--- src/rtl/mul_share_seq.sv ---
// Shared sequential shift-add multiplier serving two valid/ready requesters.
// A round-robin arbiter picks one operand pair; the product returns tagged with its requester ID.
module mul_share_seq #(
    parameter int WIDTH = 4
) (
    input  logic               clk,
    input  logic               rst_n,
    input  logic               req0_valid,
    input  logic [WIDTH-1:0]   req0_a,
    input  logic [WIDTH-1:0]   req0_b,
    output logic               req0_ready,
    input  logic               req1_valid,
    input  logic [WIDTH-1:0]   req1_a,
    input  logic [WIDTH-1:0]   req1_b,
    output logic               req1_ready,
    output logic               rsp_valid,
    output logic               rsp_id,
    output logic [2*WIDTH-1:0] rsp_result,
    input  logic               rsp_ready,
    output logic               busy
);

    localparam int CNT_W = (WIDTH > 1) ? $clog2(WIDTH) : 1;

    typedef enum logic [1:0] {IDLE, CALC, DONE} state_t;

    state_t             state;
    logic               last_grant;
    logic               grant;
    logic               accept;
    logic [2*WIDTH-1:0] acc;
    logic [2*WIDTH-1:0] acc_next;
    logic [WIDTH-1:0]   a_reg;
    logic [WIDTH-1:0]   b_reg;
    logic [CNT_W-1:0]   cnt;

    // One iteration: add the partial product into the upper half, keep the carry, shift right.
    function automatic logic [2*WIDTH-1:0] add_shift(input logic [2*WIDTH-1:0] acc_in,
                                                     input logic [WIDTH-1:0]   a,
                                                     input logic               b0);
        logic [WIDTH:0]   sum;
        logic [2*WIDTH:0] ext;
        sum = {1'b0, acc_in[2*WIDTH-1:WIDTH]} + {1'b0, (b0 ? a : {WIDTH{1'b0}})};
        ext = {sum, acc_in[WIDTH-1:0]};
        ext = ext >> 1;
        return ext[2*WIDTH-1:0];
    endfunction

    assign acc_next = add_shift(acc, a_reg, b_reg[0]);

    // On a tie the requester that did not win last time goes first.
    always_comb begin
        grant = 1'b0;
        if (req0_valid && req1_valid) begin
            grant = ~last_grant;
        end else if (req1_valid) begin
            grant = 1'b1;
        end
    end

    assign req0_ready = rst_n && (state == IDLE) && req0_valid && !grant;
    assign req1_ready = rst_n && (state == IDLE) && req1_valid && grant;
    assign accept     = req0_ready || req1_ready;

    always_ff @(posedge clk or negedge rst_n) begin
        if (!rst_n) begin
            state      <= IDLE;
            last_grant <= 1'b1;
            acc        <= '0;
            a_reg      <= '0;
            b_reg      <= '0;
            cnt        <= '0;
            rsp_valid  <= 1'b0;
            rsp_id     <= 1'b0;
            rsp_result <= '0;
            busy       <= 1'b0;
        end else begin
            case (state)
                IDLE: begin
                    if (accept) begin
                        a_reg      <= grant ? req1_a : req0_a;
                        b_reg      <= grant ? req1_b : req0_b;
                        acc        <= '0;
                        cnt        <= '0;
                        rsp_id     <= grant;
                        last_grant <= grant;
                        busy       <= 1'b1;
                        state      <= CALC;
                    end
                end
                CALC: begin
                    acc   <= acc_next;
                    b_reg <= b_reg >> 1;
                    cnt   <= cnt + CNT_W'(1);
                    if (cnt == CNT_W'(WIDTH - 1)) begin
                        rsp_result <= acc_next;
                        rsp_valid  <= 1'b1;
                        state      <= DONE;
                    end
                end
                DONE: begin
                    if (rsp_ready) begin
                        rsp_valid <= 1'b0;
                        busy      <= 1'b0;
                        state     <= IDLE;
                    end
                end
                default: state <= IDLE;
            endcase
        end
    end

endmodule

--- config.mk ---
export PLATFORM = sky130hd
export DESIGN_NAME = mul_share_seq
export DESIGN_NICKNAME = d
export VERILOG_FILES = /design/src/rtl/mul_share_seq.sv
export SDC_FILE = /design/constraint.sdc
export NUM_CORES = 1
export LEC_CHECK = 0
export CORE_MARGIN = 2
export CORE_UTILIZATION = 45
export DETAILED_ROUTE_END_ITERATION = 12
export PLACE_DENSITY = 0.75
export SLEW_MARGIN = 40
export SYNTH_ARGS = -nofsm -noshare
export SYNTH_HDL_FRONTEND = slang
export SYNTH_SLANG_ARGS = --single-unit
--- constraint.sdc ---
create_clock -name clk -period 1.54 [get_ports clk]
set_input_delay 0.308 -clock clk [delete_from_list [all_inputs] [get_ports clk]]
set_output_delay 0.308 -clock clk [all_outputs]
set_load 0.01 [all_outputs]
==> flow_summary.ini <==
[run_status]
status = finished with violations
violations = setup timing

[clock_tree]
clock-sinks = 31
cts_root_buf = clkbuf_4
cts.path.max_buffers = 2
clock_latency_ps = 340
cts-hold-fix-buffers = 0
cts_tree = built
numCtsBuffers = 5
clk_pin_slew_ps = 90
htreeDepth = 2

[final_layout]
n_antenna_cell = 0
largest_reg_flops = 8
reg_top3 = rsp_result (8), acc (7)
finalNonFillerCells = 227
final_cell_mix = dfrtp_1, buf_4, clkdlybuf4s50_1
final_common_cell = dfrtp_1
top_register = rsp_result
final_area_um2 = 2255
num-nets-final = 207
area_growth_pct = 48.43
drive_gt1_share_pct = 37.57
fillCellCount = 252

[global_route]
grt-busiest-layer = met2
antenna_found_initial = 0
grtUsageMet2_pct = 32.34
use_met3_pct = 5.435
gr-total-overflow = 0
grt_usage_pct = 19.69
grt_pass1_vias = 1287
grt_max_degree = 34
grt_pass1_wl_um = 5782
use_met1_pct = 23.01

[worst_setup_path]
reg2reg_depth = 6
cp.required_ps = 1750
startpoint_type = flop
cp-endpoint = acc[7]
crit_path_end_kind = flop
cp.arrival_ps = 1860
path_max_fanout = 4
worstReg2RegStart = b_reg[0]
r2r_end = acc[7]
crit_type = reg -> reg
cp-startpoint = b_reg[0]
r2r_setup_slack_ps = -110

[timing]
setup_ws_ps = -113.1
fin_crit_sh_pct = 107.3
setup_violations = 9
max_clock_freq_mhz = 604.9
relSlewSlack_pct = 71.66
drv_slew = 0
final.min_clock_period_ps = 1653
fin_skew_ps = 4.349
worstMarginPinSlew_ps = 425.1
hold_violations = 0
rsz0062_at_grt = true

[pwr]
ir_worst_vdd_uv = 857.1
leakage_uw = 0.001120
powerDensity_nw_per_um2 = 1599
finalPower_uw = 3606

[hold_path]
worstHoldPathType = in -> async

[die]
core.rowCount = 21
dieArea_um2 = 3856
start_util_pct = 46.25
die_w_um = 62.10
die_height_um = 62.10
fp.coreArea_um2 = 3284
ios = 34

[synth]
synth.distinct_cells = 37
synth_warnings = 0
syn_nets = 147
synth_area_um2 = 1519
synth_cells = 120
yosysSeqAreaShare_pct = 51.15
ys_ff_latch = 31
synth.avg_cell_area_um2 = 12.66

[placement]
port_buffers = 33
place_hpwl_um = 2450
post-place-ws_ps = -564.7
place_area_um2 = 2008
place_congestion = 0.8274
dp.cells = 211

[detailed_routing]
dr.pass1.iters = 4
route.detailed.drc = 0
dr_total_vias = 1195
wl_per_cell_um = 15.27
routed_wl_um = 3467
routed_via_density = 5.264
drt_iter0_markers = 42
postRouteAntennaNets = 0

[run]
max_cap_violations = 0
[Yosys cell counts, drive strengths merged]
cell | instances | share of area, %
dfrtp | 30 | 49
mux2 | 14 | 11
nand2 | 10 | 3.0
o211ai | 7 | 3.5
a21oi | 5 | 1.6
a22o | 5 | 2.9
and2 | 5 | 2.1
ha | 5 | 4.1
mux2i | 4 | 2.6
o21ai | 4 | 1.3
buf | 3 | 1.6
nor2 | 3 | 0.74
o2bb2ai | 3 | 1.7
o31ai | 3 | 1.5
a21boi | 2 | 1.2
a21o | 2 | 0.99
a31oi | 2 | 1.8
and3b | 1 | 0.58
clkbuf | 1 | 0.25
dfstp | 1 | 1.7
fa | 1 | 1.3
inv | 1 | 0.25
nand2b | 1 | 0.41
nand3 | 1 | 0.33
nand3b | 1 | 0.49
nor2b | 1 | 0.41
nor3b | 1 | 1.2
or2 | 1 | 0.41
or2b | 1 | 0.49
xnor2 | 1 | 0.58
[cell type report]
cell class	instances	area, um^2	share of cell area [%]
clock buffers	7	45.04	1.998
clock inverters	1	5.005	0.2220
inverters	1	3.754	0.1665
multi-input cells	84	828.3	36.74
flip-flops and latches	31	777.0	34.46
well taps	46	57.56	2.553
repair buffers	57	538.0	23.86
[timing repair]
action	CTS	global route
setup buffers	2	6
gates resized for setup	25	24
pin swaps	7	7
endpoints found under the setup margin	21	22
[per-layer routing]
metal | vias up | wire (um)
met3 | 9 | 100
met2 | 23 | 1816
li1 | 566 | -
met4 | 0 | 99
met1 | 597 | 1451
met5 | - | 0
[power breakdown]
group	internal (uW)	switching [uW]
combinational	998	802
sequential	1140	212
clock	178	274
[cells by family after synthesis]
logic type	Yosys count	synth area share, %
AND/OR/NAND/NOR	26	10.21
adder cells (fa/ha/maj)	6	5.437
flip-flops	31	51.15
buffers and inverters	5	2.059
XOR/XNOR	1	0.5767
multiplexers	18	14.00
AO/OA/AOI/OAI	33	16.56
[worst min path at each step]
stage / cells past startpoint / to / slack [ps] / from
5_1_grt: 2 / rsp_result[2] / 230 / rst_n
3_3_place_gp: 2 / rsp_result[5] / 460 / rsp_result[5]
6_report: 2 / rsp_result[2] / 220 / rst_n
2_1_floorplan: 0 / a_reg[0] / 10 / rst_n
3_5_place_dp: 2 / rsp_result[7] / 470 / rsp_result[7]
4_1_cts: 2 / rsp_result[2] / 220 / rst_n
[metrics by stage]
stage                     utilization, %  hold slack, ps  setup TNS (ps)
after floorplan                        -           12.41               0
after global placement             61.14           461.0           -7458
after detailed placement           61.14           469.8           -7960
after CTS                          64.04           216.8          -292.7
after global routing               68.65           225.2          -968.5
final                              68.65           222.2          -407.0
[critical path: stages (launching register included)]
cell,delay (ps)
dfrtp_1,420
and2_4,160
ha_4,160
fa_2,350
a21o_1,200
a21oi_2,140
o2bb2ai_1,80
Power figures use the tool's default switching activity.
